$ cat src/rtl/pipe_hazard_ctrl.sv
// Purpose: hazard/sequencing controller for the 5-stage pipeline (stall, squash, bubble, HLT drain).
// Latency: control outputs are combinational from FSM state and current inputs (zero cycles).
// Backpressure: imem_wait and load-use hold the front end; HALTED holds everything until rst_n.
// Optional perf counters: define PIPE_HAZARD_PERF_CNT_EN to implement stall_cnt/flush_cnt.
module pipe_hazard_ctrl #(
  parameter int REG_ID_W     = 4,
  parameter int DRAIN_CYCLES = 3,
  parameter int CNT_W        = 16
) (
  input  logic                clk,
  input  logic                rst_n,
  input  logic [REG_ID_W-1:0] id_rs,
  input  logic [REG_ID_W-1:0] id_rt,
  input  logic                id_uses_rs,
  input  logic                id_uses_rt,
  input  logic                id_is_halt,
  input  logic                ex_is_load,
  input  logic [REG_ID_W-1:0] ex_rd,
  input  logic                ex_branch_taken,
  input  logic                imem_wait,
  output logic                pc_stall,
  output logic                if_id_stall,
  output logic                if_id_flush,
  output logic                id_ex_bubble,
  output logic                halted,
  output logic [CNT_W-1:0]    stall_cnt,
  output logic [CNT_W-1:0]    flush_cnt
);

  localparam int DCW = (DRAIN_CYCLES > 1) ? $clog2(DRAIN_CYCLES) : 1;

  typedef enum logic [1:0] {
    RUN    = 2'd0,
    DRAIN  = 2'd1,
    HALTED = 2'd2
  } state_t;

  state_t         state;
  logic [DCW-1:0] drain_cnt;
  logic           halted_q;
  logic           load_use;

  // Load-use: EX load writes a register the ID instruction reads; R0 is never a real dependency.
  assign load_use = ex_is_load && (ex_rd != '0) &&
                    ((id_uses_rs && (id_rs == ex_rd)) || (id_uses_rt && (id_rt == ex_rd)));

  // Pipeline control decode: priority branch > load-use > imem wait > halt while running.
  always_comb begin
    pc_stall     = 1'b0;
    if_id_stall  = 1'b0;
    if_id_flush  = 1'b0;
    id_ex_bubble = 1'b0;
    case (state)
      RUN: begin
        if (ex_branch_taken) begin
          // ID holds a wrong-path instruction, so its hazards are irrelevant.
          if_id_flush  = 1'b1;
          id_ex_bubble = 1'b1;
        end else if (load_use) begin
          pc_stall     = 1'b1;
          if_id_stall  = 1'b1;
          id_ex_bubble = 1'b1;
        end else if (imem_wait) begin
          // ID moves on to EX; squash IF/ID so the same instruction is not issued twice.
          pc_stall     = 1'b1;
          if_id_flush  = 1'b1;
        end else if (id_is_halt) begin
          pc_stall     = 1'b1;
          if_id_stall  = 1'b1;
          id_ex_bubble = 1'b1;
        end
      end
      DRAIN: begin
        if (ex_branch_taken) begin
          // An older branch still in EX kills the HLT sitting in ID.
          if_id_flush  = 1'b1;
          id_ex_bubble = 1'b1;
        end else begin
          pc_stall     = 1'b1;
          if_id_stall  = 1'b1;
          id_ex_bubble = 1'b1;
        end
      end
      default: begin
        pc_stall     = 1'b1;
        if_id_stall  = 1'b1;
        id_ex_bubble = 1'b1;
      end
    endcase
  end

  // Sequencing FSM: RUN -> DRAIN on an accepted HLT, DRAIN -> HALTED once EX/MEM/WB are empty.
  always_ff @(posedge clk or negedge rst_n) begin
    if (!rst_n) begin
      state     <= RUN;
      drain_cnt <= '0;
      halted_q  <= 1'b0;
    end else begin
      case (state)
        RUN: begin
          if (!ex_branch_taken && !load_use && !imem_wait && id_is_halt) begin
            state     <= DRAIN;
            drain_cnt <= '0;
          end
        end
        DRAIN: begin
          if (ex_branch_taken) begin
            state     <= RUN;
            drain_cnt <= '0;
          end else begin
            drain_cnt <= drain_cnt + DCW'(1);
            if (drain_cnt == DCW'(DRAIN_CYCLES - 1)) begin
              state    <= HALTED;
              halted_q <= 1'b1;
            end
          end
        end
        HALTED: begin
          halted_q <= 1'b1;
        end
        default: begin
          state     <= RUN;
          drain_cnt <= '0;
          halted_q  <= 1'b0;
        end
      endcase
    end
  end

  assign halted = halted_q;

`ifdef PIPE_HAZARD_PERF_CNT_EN
  logic             run_stall;
  logic             branch_accepted;
  logic [CNT_W-1:0] stall_cnt_q;
  logic [CNT_W-1:0] flush_cnt_q;

  assign run_stall       = (state == RUN) && pc_stall;
  assign branch_accepted = ex_branch_taken && ((state == RUN) || (state == DRAIN));

  // Saturating performance counters: RUN-state stall cycles and accepted branch flushes.
  always_ff @(posedge clk or negedge rst_n) begin
    if (!rst_n) begin
      stall_cnt_q <= '0;
      flush_cnt_q <= '0;
    end else begin
      if (run_stall && !(&stall_cnt_q)) begin
        stall_cnt_q <= stall_cnt_q + CNT_W'(1);
      end
      if (branch_accepted && !(&flush_cnt_q)) begin
        flush_cnt_q <= flush_cnt_q + CNT_W'(1);
      end
    end
  end

  assign stall_cnt = stall_cnt_q;
  assign flush_cnt = flush_cnt_q;
`else
  assign stall_cnt = '0;
  assign flush_cnt = '0;
`endif

endmodule

$ cat config.mk
export PLATFORM = sky130hd
export DESIGN_NAME = pipe_hazard_ctrl
export DESIGN_NICKNAME = d
export VERILOG_FILES = /design/src/rtl/pipe_hazard_ctrl.sv
export SDC_FILE = /design/constraint.sdc
export NUM_CORES = 1
export LEC_CHECK = 0
export CORE_ASPECT_RATIO = 1.25
export CORE_MARGIN = 5
export CORE_UTILIZATION = 34
export CTS_CLUSTER_DIAMETER = 50
export DETAILED_ROUTE_END_ITERATION = 7
export PLACE_DENSITY = 0.79
export SKIP_CTS_REPAIR_TIMING = 1
export SLEW_MARGIN = 25
export SYNTH_ARGS = -nofsm -noshare
export SYNTH_HDL_FRONTEND = slang
export SYNTH_SLANG_ARGS = --single-unit
$ cat constraint.sdc
create_clock -name clk -period 2.37 [get_ports clk]
set_input_delay 0.3555 -clock clk [delete_from_list [all_inputs] [get_ports clk]]
set_output_delay 0.3555 -clock clk [all_outputs]
set_load 0.01 [all_outputs]
==> flow_summary.toml <==
[placed_design]
port_buffers = 24
place_inst = 148
place_congestion = 0.7677
place_hpwl_um = 1523

[detailed_routing]
drtIter0Drc = 13
routed_via_density = 4.342
vias = 660
antenna_left = 0
drt-wirelength-per-cell_um = 12.23
wirelength_um = 1859
drc = 0
drt_pre_antenna_iters = 4

[timing]
clock.fmax_ghz = 0.4239
finalSetupViolCount = 0
hold_violations = 0
clock_skew_ns = 0.009626
maxSlewViolCount = 0
tns_ns = 0
fin_crit_ns = 2.359
timing.final.crit_share_pct = 99.55

[global_routing]
grt_max_degree = 11
grt_pass1_wl_um = 2525
overflow = 0
grtUsageTotal_pct = 10.02
antenna_found_initial = 0
grt_pass1_vias = 649

[setup_path]
path_max_fanout = 5
endpoint_kind = "output pin"
critical_path_class = "in -> out"
critPathArrivalTime_ns = 2.00
critPathLaunchType = "primary input"
required_ns = 2.01

[yosys]
yosysUniqueCellTypes = 28
yosysMostFrequentCell = "buf_4"
synth_top_cell_by_area = "buf_4"
ys.warnings.count = 0
syn_avg_cell_area_um2 = 8.636
synthArstFlopShare_pct = 100.0
yosys.area.top_type_share_pct = 30.24
synthTopCellsByArea = "buf_4 30%, dfrtp_1 16%, xor2_1 6.6%"
synth-seq-cells = 5
synth_edf_count = 0
syn_inst = 92
syn-cell-area_um2 = 794.5
ys_seq_area_share_pct = 15.75
synth_commonest_cells = "32 x buf_4, 6 x xor2_1, 5 x dfrtp_1"
ys.flop_type = "dfrtp_1"

[power_and_ir_drop]
ir_worst_vdd_v = 0.0002998
cellLeakagePower_uw = 0.0005031
powerDensity_nw_per_um2 = 662.7

[layout]
drive_gt1_share_pct = 12.40
final_cells = 152
syn_to_final_growth_pct = 26.46
fin_util_pct = 45.44
final_nets = 146
diodes = 0

[clock_network]
clock_latency_ns = 0.25
clk_pin_slew_ns = 0.05
cts_tree = "yes"
cts-root-buf = "clkbuf_4"
clock_path_buffers = 2
numCtsBuffers = 3
htreeDepth = 1
cts.sinks = 5

[floorplanning]
num_rows = 19
start_util_pct = 35.94
fp.dieH_um = 64.05
core_area_um2 = 2211
boundaryPins = 57
dieArea_um2 = 3409
die_w_um = 53.24

[worst_hold_path]
hold_class = "in -> async"

[run_status]
status = "finished clean"

[run]
maxCapViolCount = 0
[metrics by stage]
stage / power, uW / area [um2] / hold slack, ns / worst slack [ns]
after detailed placement: 574.7 / 968.4 / 0.5079 / -0.2896
after CTS: 681.5 / 994.7 / 0.3225 / -0.2976
after global routing: 713.7 / 1005 / 0.3379 / -0.01793
after global placement: 547.6 / 968.4 / 0.4724 / -0.2687
after floorplan: 428.9 / 910.9 / 0.05991 / 0.6606
final: 665.9 / 1005 / 0.3209 / 0.01076
[logic make-up (layout without fill, tap and decap cells)]
family	Yosys count	in the layout	share of synthesized area, %
other	1	32	0.4720
adder cells (fa/ha/maj)	4	4	6.299
AND/OR/NAND/NOR	21	21	19.21
buffers and inverters	37	35	32.60
flip-flops	5	5	15.75
multiplexers	3	3	4.252
AO/OA/AOI/OAI	13	13	12.60
XOR/XNOR	8	8	8.819
[layout by cell type, fill, tap and decap left out, types with 2 or more instances in the layout]
master / count
xnor2_1: 2
nand3_2: 2
dlymetal6s2s_1: 6
nor2_1: 4
xor2_1: 6
conb_1: 32
inv_1: 4
or3_1: 4
a21oi_1: 3
o21ai_0: 2
nor4_4: 2
clkbuf_4: 3
nor3_1: 2
mux2_1: 2
buf_4: 3
dfrtp_1: 5
o31ai_1: 2
nand2b_1: 3
o22ai_1: 2
ha_1: 4
clkdlybuf4s50_1: 17
[flip-flops by register name, summed over array words and instances (netlist names)]
signal     count
state          2
halted         1
drain_cnt      2
[area by class of cell]
type	count	area, um2
sequential	5	125.1
timing repair buffer	27	272.8
multi-input combinational	81	526.8
clock buffer	4	26.28
fill	239	1206
tap	31	38.79
inverter	4	15.01
[report_power, final]
group	total (uW)	internal, uW	switching [uW]
registers	131	112	18.2
clock network	104	63.9	39.9
logic	431	202	229
total	666	379	287
[worst max-delay path, stage by stage]
cell and delay [ns]:
clkdlybuf4s50_1 0.46, o41a_1 0.38, nand3_2 0.12, nor4_4 0.06, nor4_1 0.31, o22ai_1 0.12
dlymetal6s2s_1 0.19
[routing by layer]
metal  vias up  global-route usage [%]  share of wire, %  wire, um
li1        307                       -                 -         -
met1       303                   8.158                28       525
met2        43                   18.56                59      1096
met3         7                   4.186                10       195
met4         0                   6.390               2.3        42
met5         -                       0                 0         0
[worst paths after layout]
path                               from            to  slack, ns  cells past startpoint
min in group clk           drain_cnt[1]  drain_cnt[1]       0.51                      1
max reg2reg                    state[0]  drain_cnt[1]       0.53                      5
max in group asynchronous         rst_n  drain_cnt[1]       1.85                      1
max                            ex_rd[0]   if_id_stall       0.01                      7
min                               rst_n      state[0]       0.32                      1
min reg2reg                drain_cnt[1]  drain_cnt[1]       0.51                      1
Power figures use the tool's default switching activity.
